`src/rtl/branch_pc_sel_pkg.sv`:
```
// Shared encodings for the next-PC selector: PC mux selects and decoded opcodes.
package branch_pc_sel_pkg;

  typedef enum logic [2:0] {
    PCSel_PLUS4     = 3'd0,
    PCSel_ALU       = 3'd1,
    PCSel_PCPLUSIMM = 3'd2,
    PCSel_PCXPLUS4  = 3'd3,
    PCSel_JALR      = 3'd4,
    PCSel_SAME      = 3'd5
  } pc_sel_e;

  localparam logic [6:0] OPC_JAL    = 7'b1101111;
  localparam logic [6:0] OPC_JALR   = 7'b1100111;
  localparam logic [6:0] OPC_BRANCH = 7'b1100011;

endpackage

```
`src/rtl/branch_pc_sel_counter_table.sv`:
```
// Saturating branch counter array: one combinational read port, one write port,
// synchronous reset to weakly-not-taken. Reads see the pre-update value.
module bpc_counter_table #(
  parameter int unsigned ENTRIES = 64,
  parameter int unsigned CTR_W   = 2,
  parameter int unsigned IDX_W   = $clog2(ENTRIES)
) (
  input  logic             clk,
  input  logic             rst,
  input  logic [IDX_W-1:0] rd_idx,
  output logic [CTR_W-1:0] rd_ctr,
  input  logic             wr_en,
  input  logic [IDX_W-1:0] wr_idx,
  input  logic             wr_taken
);

  localparam logic [CTR_W-1:0] CTR_INIT = CTR_W'((2 ** (CTR_W - 1)) - 1);
  localparam logic [CTR_W-1:0] CTR_MAX  = '1;

  logic [CTR_W-1:0] ctr [ENTRIES];

  always_ff @(posedge clk) begin
    if (rst) begin
      for (int unsigned i = 0; i < ENTRIES; i++) ctr[i] <= CTR_INIT;
    end else if (wr_en) begin
      if (wr_taken) begin
        if (ctr[wr_idx] != CTR_MAX) ctr[wr_idx] <= ctr[wr_idx] + CTR_W'(1);
      end else begin
        if (ctr[wr_idx] != '0) ctr[wr_idx] <= ctr[wr_idx] - CTR_W'(1);
      end
    end
  end

  assign rd_ctr = ctr[rd_idx];

endmodule

```
`src/rtl/branch_pc_sel.sv`:
```
// Next-PC selector with dynamic branch prediction and performance counters.
// Optional gshare indexing is enabled by defining BPC_GSHARE_EN.
module branch_pc_sel
  import branch_pc_sel_pkg::*;
#(
  parameter int unsigned BHT_ENTRIES = 64,
  parameter int unsigned CTR_W       = 2,
  parameter int unsigned GHR_W       = 6,
  parameter int unsigned PERF_W      = 32
) (
  input  logic              clk,
  input  logic              rst,
  input  logic              stall,
  input  logic [31:0]       fd_pc,
  input  logic [31:0]       fd_inst,
  input  logic              x_valid,
  input  logic              x_is_branch,
  input  logic              x_taken,
  input  logic              x_predicted,
  input  logic [31:0]       x_pc,
  input  logic [GHR_W-1:0]  x_ghr,
  output logic [2:0]        pc_sel,
  output logic              predict,
  output logic [GHR_W-1:0]  fd_ghr,
  output logic [PERF_W-1:0] perf_branches,
  output logic [PERF_W-1:0] perf_mispred
);

  localparam int unsigned IDX_W = $clog2(BHT_ENTRIES);

  logic             res;
  logic             mis;
  logic [IDX_W-1:0] rd_idx;
  logic [IDX_W-1:0] wr_idx;
  logic [CTR_W-1:0] rd_ctr;
  pc_sel_e          sel;
  logic             unused_bits;

  assign res = x_valid & x_is_branch & ~stall;
  assign mis = res & (x_taken != x_predicted);

`ifdef BPC_GSHARE_EN
  logic [GHR_W-1:0] ghr;

  // History advances only on resolved branches, so it is never speculative.
  always_ff @(posedge clk) begin
    if (rst)      ghr <= '0;
    else if (res) ghr <= GHR_W'({ghr, x_taken});
  end

  assign rd_idx      = fd_pc[IDX_W+1:2] ^ IDX_W'(ghr);
  assign wr_idx      = x_pc[IDX_W+1:2] ^ IDX_W'(x_ghr);
  assign fd_ghr      = ghr;
  assign unused_bits = ^{fd_inst[31:7], fd_pc[31:IDX_W+2], fd_pc[1:0],
                         x_pc[31:IDX_W+2], x_pc[1:0]};
`else
  assign rd_idx      = fd_pc[IDX_W+1:2];
  assign wr_idx      = x_pc[IDX_W+1:2];
  assign fd_ghr      = '0;
  assign unused_bits = ^{fd_inst[31:7], fd_pc[31:IDX_W+2], fd_pc[1:0],
                         x_pc[31:IDX_W+2], x_pc[1:0], x_ghr};
`endif

  bpc_counter_table #(
    .ENTRIES (BHT_ENTRIES),
    .CTR_W   (CTR_W),
    .IDX_W   (IDX_W)
  ) u_table (
    .clk      (clk),
    .rst      (rst),
    .rd_idx   (rd_idx),
    .rd_ctr   (rd_ctr),
    .wr_en    (res),
    .wr_idx   (wr_idx),
    .wr_taken (x_taken)
  );

  always_comb begin
    sel     = PCSel_PLUS4;
    predict = 1'b0;
    if (rst) begin
      sel = PCSel_PLUS4;
    end else if (stall) begin
      sel = PCSel_SAME;
    end else if (mis) begin
      sel = x_taken ? PCSel_ALU : PCSel_PCXPLUS4;
    end else begin
      case (fd_inst[6:0])
        OPC_JAL:    sel = PCSel_PCPLUSIMM;
        OPC_JALR:   sel = PCSel_JALR;
        OPC_BRANCH: begin
          if (rd_ctr[CTR_W-1]) begin
            sel     = PCSel_PCPLUSIMM;
            predict = 1'b1;
          end
        end
        default:    sel = PCSel_PLUS4;
      endcase
    end
  end

  assign pc_sel = sel;

  always_ff @(posedge clk) begin
    if (rst) begin
      perf_branches <= '0;
      perf_mispred  <= '0;
    end else if (res) begin
      perf_branches <= perf_branches + PERF_W'(1);
      if (mis) perf_mispred <= perf_mispred + PERF_W'(1);
    end
  end

endmodule
```
`config.mk`:
```
export PLATFORM = sky130hd
export DESIGN_NAME = branch_pc_sel
export DESIGN_NICKNAME = d
export VERILOG_FILES = /design/src/rtl/branch_pc_sel_pkg.sv /design/src/rtl/branch_pc_sel_counter_table.sv /design/src/rtl/branch_pc_sel.sv
export SDC_FILE = /design/constraint.sdc
export NUM_CORES = 1
export LEC_CHECK = 0
export CORE_MARGIN = 2
export CORE_UTILIZATION = 45
export CTS_CLUSTER_DIAMETER = 100
export DETAILED_ROUTE_END_ITERATION = 8
export PLACE_DENSITY = 0.73
export SYNTH_ARGS = -nofsm -noshare
export SYNTH_HDL_FRONTEND = slang
export SYNTH_SLANG_ARGS = --single-unit
```
`constraint.sdc`:
```
create_clock -name clk -period 3 [get_ports clk]
set_clock_uncertainty 0.2 [all_clocks]
set_input_delay 0.45 -clock clk [delete_from_list [all_inputs] [get_ports clk]]
set_output_delay 0.45 -clock clk [all_outputs]
set_load 0.01 [all_outputs]
```
==> results of run 1 <==
[synthesized netlist by cell type, types with 9 or more instances]
| cell type | count |
|---|---|
| a31o_2 | 11 |
| a21oi_1 | 20 |
| xnor2_1 | 10 |
| and3_1 | 17 |
| mux4_2 | 24 |
| mux2_2 | 10 |
| buf_4 | 10 |
| o21ai_0 | 17 |
| mux2i_1 | 17 |
| buf_2 | 21 |
| dfxtp_1 | 64 |
| clkbuf_1 | 55 |
| or3_1 | 12 |
| nor3_1 | 10 |
| nand3b_1 | 9 |
| a22oi_1 | 20 |
| nor2_1 | 116 |
| a21o_1 | 45 |
| xor2_1 | 44 |
| edfxtp_1 | 128 |
| nand4_1 | 15 |
| nor4_1 | 53 |
| nor2b_1 | 11 |
| nand3_1 | 39 |
| nor4_2 | 11 |
| nand2_1 | 98 |
[registers in the layout, indices dropped and copies added (netlist names)]
| register | count |
|---|---|
| perf_branches | 32 |
| perf_mispred | 32 |
| u_table.ctr | 128 |
[routing by layer]
metal | share of wire, % | GRT usage (%) | wire length [µm] | vias to the layer above
li1 | - | - | - | 4014
met1 | 38 | 33.15 | 12480 | 4388
met2 | 49 | 43.81 | 15810 | 487
met3 | 8.3 | 5.333 | 2683 | 110
met4 | 4.5 | 12.15 | 1475 | 0
met5 | 0 | 0 | 0 | -
[critical path, cell delays in order (launching register included)]
cell and delay [ns]:
edfxtp_1 0.43, mux2_2 0.29, a221o_1 0.31, a222oi_1 0.45, o22ai_2 0.17, nor4_4 0.15, buf_4 0.17, buf_6 0.10
buf_6 0.09, xor2_2 0.17, a21oi_4 0.10, buf_12 0.19, nor4_1 0.25
[worst max path at each step]
stage | cells past startpoint | startpoint | slack, ns | endpoint
floorplan | 11 | x_pc[4] | -0.12 | u_table.ctr[24][1]
global placement | 10 | fd_pc[2] | -0.70 | pc_sel[1]
detailed placement | 9 | fd_pc[2] | -0.71 | pc_sel[1]
finish | 12 | u_table.ctr[61][1] | -0.30 | u_table.ctr[8][1]
global route | 12 | u_table.ctr[57][1] | -0.46 | u_table.ctr[39][1]
CTS | 10 | u_table.ctr[15][0] | -0.15 | u_table.ctr[55][0]
[report_power, final]
group	internal [mW]	total [mW]	switching, mW	leakage (nW)
combinational	0.393	0.917	0.524	2.86
sequential	2.85	2.88	0.0331	1.63
clock	1.16	2.38	1.22	0.302
[layout make-up]
class	count	area (µm²)	area share (%)
inverter	6	23.77	0.1717
tap	285	356.6	2.576
sequential	192	5125	37.02
multi-input combinational	698	5255	37.96
clock inverter	15	196.4	1.419
clock buffer	17	425.4	3.073
timing repair buffer	247	2460	17.77
[metrics by stage]
step / setup slack, ns / setup TNS (ns) / utilization (%) / hold slack, ns
after floorplan: -0.1250 / -15.97 / - / 0.3105
after global routing: -0.4608 / -80.46 / 61.32 / 0.3517
after CTS: -0.1481 / -24.13 / 60.26 / 0.3067
final: -0.3015 / -52.88 / 61.32 / 0.3044
after detailed placement: -0.7136 / -141.38 / 54.64 / 0.2929
after global placement: -0.6985 / -130.88 / 54.64 / 0.2791
[cells by family after synthesis]
family | synth area share (%)
compound gates | 11.35
xor+xnor | 4.573
fa+ha+maj | 0.2419
buf+inv | 4.875
flops | 49.55
mux | 8.069
other cells | 0.03626
simple gates | 21.30
[repair_timing]
action,4_1_cts,5_1_grt
setup buffers,14,3
pin swaps,19,4
cloned,6,4
gates resized for setup,88,25
setup endpoints to repair,259,259
==> impl_metrics.py, run 1 <==
metrics = {
    "sta": {
        "tightest_slew_ns": 1.090,
        "final_max_slew_viol_count": 0,
        "finalCritPeriodShare_pct": 110.1,
        "post-route-min-period_ns": 3.302,
        "setup_ws_ns": -0.3015,
        "fmax_ghz": 0.3029,
        "max-slew-margin-rel_pct": 27.33,
        "setup_viol": 259,
        "hold_violations": 0,
        "rsz0062_at_grt": "yes",
    },
    "grt": {
        "grt_pass1_vias": 8680,
        "track_usage_pct": 26.32,
        "grt_pass1_wl_um": 49010,
        "grt_max_degree": 101,
        "antenna_found_initial": 0,
        "grt.overflow.total": 0,
    },
    "worst_setup_path": {
        "reg2reg_depth": 12,
        "crit_type": "reg2reg",
        "rr_endpoint": "u_table.ctr[8][1]",
        "crit_arrival_ns": 3.34,
        "path_max_fanout": 32,
        "endpoint_kind": "flop",
        "rrSetupSlack_ns": -0.30,
        "cp.required_ns": 3.04,
        "r2r_start": "u_table.ctr[61][1]",
        "cp-start-kind": "flop",
    },
    "layout": {
        "design_area_um2": 13840,
        "fillCellCount": 1751,
        "final_nets": 1273,
        "syn2layout_area_growth_pct": 33.84,
        "final_layout_size_suffix_gt1_share_pct": 28.17,
        "final_cell_mix": "edfxtp_1, buf_4, nor2_1, nand2_1, clkdlybuf4s50_1",
        "layout_commonest_cell": "edfxtp_1",
        "fin_cells": 1460,
        "diodes": 0,
    },
    "placed_design": {
        "io_buffers": 93,
        "gp_congestion": 0.9403,
        "place_area_um2": 12330,
        "place_hpwl_um": 20890,
        "dp_cells": 1402,
    },
    "logic_synthesis": {
        "synth_top_area_share_pct": 37.16,
        "synthCells": 988,
        "synth_area_leaders": "edfxtp_1, dfxtp_1, mux4_2, nor2_1, xor2_1",
        "yosysWarnings": 0,
        "synth_ff_type": "edfxtp_1",
        "avgSynthCellArea_um2": 10.47,
        "synthesis.area_um2": 10340,
        "ys_ff_latch": 192,
        "yosys.area.top_type": "edfxtp_1",
        "synth-seq-area-share_pct": 49.55,
        "postSynth.asyncResetShare_pct": 0,
        "synth.distinct_cells": 68,
        "synth_edf_count": 128,
    },
    "clock_tree": {
        "clockBufferDepth": 2,
        "worstSkewPairLatency_ns": 0.45,
        "cts_max_level": 4,
        "cts_tree": "built",
        "path_clk_slew_ns": 0.09,
        "cts-hold-fix-buffers": 0,
        "numCtsBuffers": 17,
        "cts.sinks": 192,
        "root_buffer": "clkbuf_16",
    },
    "die": {
        "io_pins": 183,
        "coreArea_um2": 22570,
        "dieArea_um2": 24210,
        "fp-row-count": 55,
        "die_h_um": 155.6,
        "initial_core_util_pct": 45.82,
        "fp.dieW_um": 155.6,
    },
    "hold_path": {
        "hold_path_end": "perf_mispred[14]",
        "hp-class": "reg2reg",
        "whs_path_depth": 2,
        "hold_start": "perf_mispred[14]",
    },
    "power": {
        "p_leak_nw": 4.799,
        "power_mw": 6.181,
        "ir_worst_vdd_mv": 0.4034,
        "power_density_nw_per_um2": 446.5,
    },
    "status": {
        "outcome": "finished with violations",
        "violations": "setup timing",
    },
    "route": {
        "dr.pass1.iters": 6,
        "detail_route.iter0.violations": 887,
        "wl_um": 32460,
        "drc": 0,
        "vias": 8999,
        "ant_nets": 0,
        "post_drt_wl_per_cell_um": 22.23,
        "via_per_inst": 6.164,
    },
    "run": {
        "cap_violations": 0,
    },
}
Power figures use the tool's default switching activity.
==> run 2, diff against run 1 <==
SETUP_SLACK_MARGIN = 0.4   (was not set)
==> impl_metrics.py, run 2 (same netlist as run 1, synthesis figures left out) <==
metrics = {
    "die": {
        "dieArea_um2": 24210,
        "coreArea_um2": 22570,
        "io_pins": 183,
        "initial_core_util_pct": 45.82,
        "fp-row-count": 55,
        "fp.dieW_um": 155.6,
        "die_h_um": 155.6,
    },
    "grt": {
        "grt_pass1_vias": 8570,
        "grt_max_degree": 88,
        "grt_pass1_wl_um": 46220,
        "track_usage_pct": 24.73,
        "antenna_found_initial": 0,
        "grt.overflow.total": 0,
    },
    "route": {
        "dr.pass1.iters": 6,
        "vias": 8813,
        "detail_route.iter0.violations": 1013,
        "drc": 0,
        "ant_nets": 0,
        "via_per_inst": 6.057,
        "wl_um": 31130,
        "post_drt_wl_per_cell_um": 21.39,
    },
    "power": {
        "power_density_nw_per_um2": 446.9,
        "ir_worst_vdd_mv": 0.3428,
        "p_leak_nw": 4.755,
        "power_mw": 6.061,
    },
    "placed_design": {
        "place_hpwl_um": 20450,
        "io_buffers": 93,
        "place_area_um2": 12350,
        "gp_congestion": 0.9211,
    },
    "sta": {
        "finalCritPeriodShare_pct": 110.5,
        "hold_violations": 0,
        "post-route-min-period_ns": 3.314,
        "setup_viol": 258,
        "setup_ws_ns": -0.3144,
        "max-slew-margin-rel_pct": 39.13,
        "tightest_slew_ns": 0.9131,
        "final_max_slew_viol_count": 0,
        "rsz0062_at_grt": "yes",
        "final.setup.tns_ns": -55.77,
        "fmax_ghz": 0.3017,
    },
    "worst_setup_path": {
        "reg2reg_depth": 10,
        "crit_type": "reg2reg",
        "endpoint_kind": "flop",
        "cp.required_ns": 3.04,
        "rrSetupSlack_ns": -0.31,
        "cp-start-kind": "flop",
        "r2r_start": "u_table.ctr[7][1]",
        "rr_endpoint": "u_table.ctr[8][1]",
        "crit_arrival_ns": 3.36,
        "path_max_fanout": 44,
    },
    "clock_tree": {
        "cts_max_level": 4,
        "cts_tree": "built",
        "numCtsBuffers": 17,
        "worstSkewPairLatency_ns": 0.44,
        "cts.sinks": 192,
        "clockBufferDepth": 2,
        "path_clk_slew_ns": 0.09,
        "root_buffer": "clkbuf_16",
    },
    "layout": {
        "diodes": 0,
        "post-route-util_pct": 60.08,
        "layout_commonest_cell": "edfxtp_1",
        "largest_register_ffs": 128,
        "largest_register": "u_table.ctr",
        "final_layout_size_suffix_gt1_share_pct": 25.04,
        "design_area_um2": 13560,
        "largestRegisters": "u_table.ctr: 128 flops, perf_branches: 32 flops, perf_mispred: 32 flops",
        "final_nets": 1268,
        "final_cell_mix": "edfxtp_1, buf_4, nor2_1, nand2_1, clkdlybuf4s50_1",
        "syn2layout_area_growth_pct": 31.13,
    },
    "status": {
        "outcome": "finished with violations",
        "violations": "setup timing",
    },
    "hold_path": {
        "hold_start": "perf_mispred[14]",
        "hold_path_end": "perf_mispred[14]",
        "hp-class": "reg2reg",
        "whs_path_depth": 2,
    },
    "run": {
        "cap_violations": 0,
    },
}
-- run 2: what timing repair did --
action	in CTS	in global routing
pin swaps	8	15
gates resized for setup	29	45
hold buffers	0	0
endpoints found under the setup margin	260	264
setup buffers	5	5
cloned	1	6
-- run 2: area by class of cell --
| type | instances | area (µm²) |
|---|---|---|
| inverters | 6 | 23.77 |
| flip-flops and latches | 192 | 5125 |
| fillers | 1768 | 9010 |
| multi-input cells | 698 | 5091 |
| clock buffers | 17 | 425.4 |
| clock inverters | 15 | 180.2 |
| well taps | 285 | 356.6 |
| repair buffers | 242 | 2360 |
-- run 2: worst max path at each step --
| stage | slack, ns | to | start | cells past startpoint |
|---|---|---|---|---|
| after detailed placement | -0.69 | pc_sel[1] | fd_pc[2] | 9 |
| final | -0.31 | u_table.ctr[8][1] | u_table.ctr[7][1] | 10 |
| after CTS | -0.25 | u_table.ctr[51][1] | u_table.ctr[62][1] | 11 |
| after global placement | -0.72 | pc_sel[1] | fd_pc[2] | 9 |
| after floorplan | -0.12 | u_table.ctr[24][1] | x_pc[4] | 11 |
| after global routing | -0.34 | u_table.ctr[49][1] | u_table.ctr[62][1] | 11 |
-- run 2: through the flow --
step                      worst slack [ns]  hold slack [ns]  cells
after CTS                          -0.2499           0.2988   1444
final                              -0.3144           0.3002   1455
after global placement             -0.7203           0.2807   1406
after global routing               -0.3444           0.3494   1455
after floorplan                    -0.1250           0.3105    993
after detailed placement           -0.6944           0.2852   1406
-- run 2: where the power goes --
part,internal [mW],switching [mW]
registers,2.85,0.0318
logic,0.368,0.487
clock network,1.14,1.18
total,4.36,1.70
-- run 2: critical path, cell delays in order (launching register included) --
cell      delay, ns
edfxtp_1       0.44
mux4_2         0.49
and3_1         0.20
a31oi_2        0.19
o211ai_1       0.17
nor4_4         0.36
buf_4          0.20
xor2_1         0.24
a21oi_4        0.11
buf_12         0.19
nor4_1         0.26
-- run 2: per-layer routing --
metal  up-vias  GRT usage, %  share of wire (%)  routed length (µm)
met5         -             0                  0                   0
met4         0         12.80                4.5                1391
met3        90         6.111                9.1                2834
met2       482         39.84                 48               15000
met1      4233         30.97                 38               11900
li1       4008             -                  -                   -
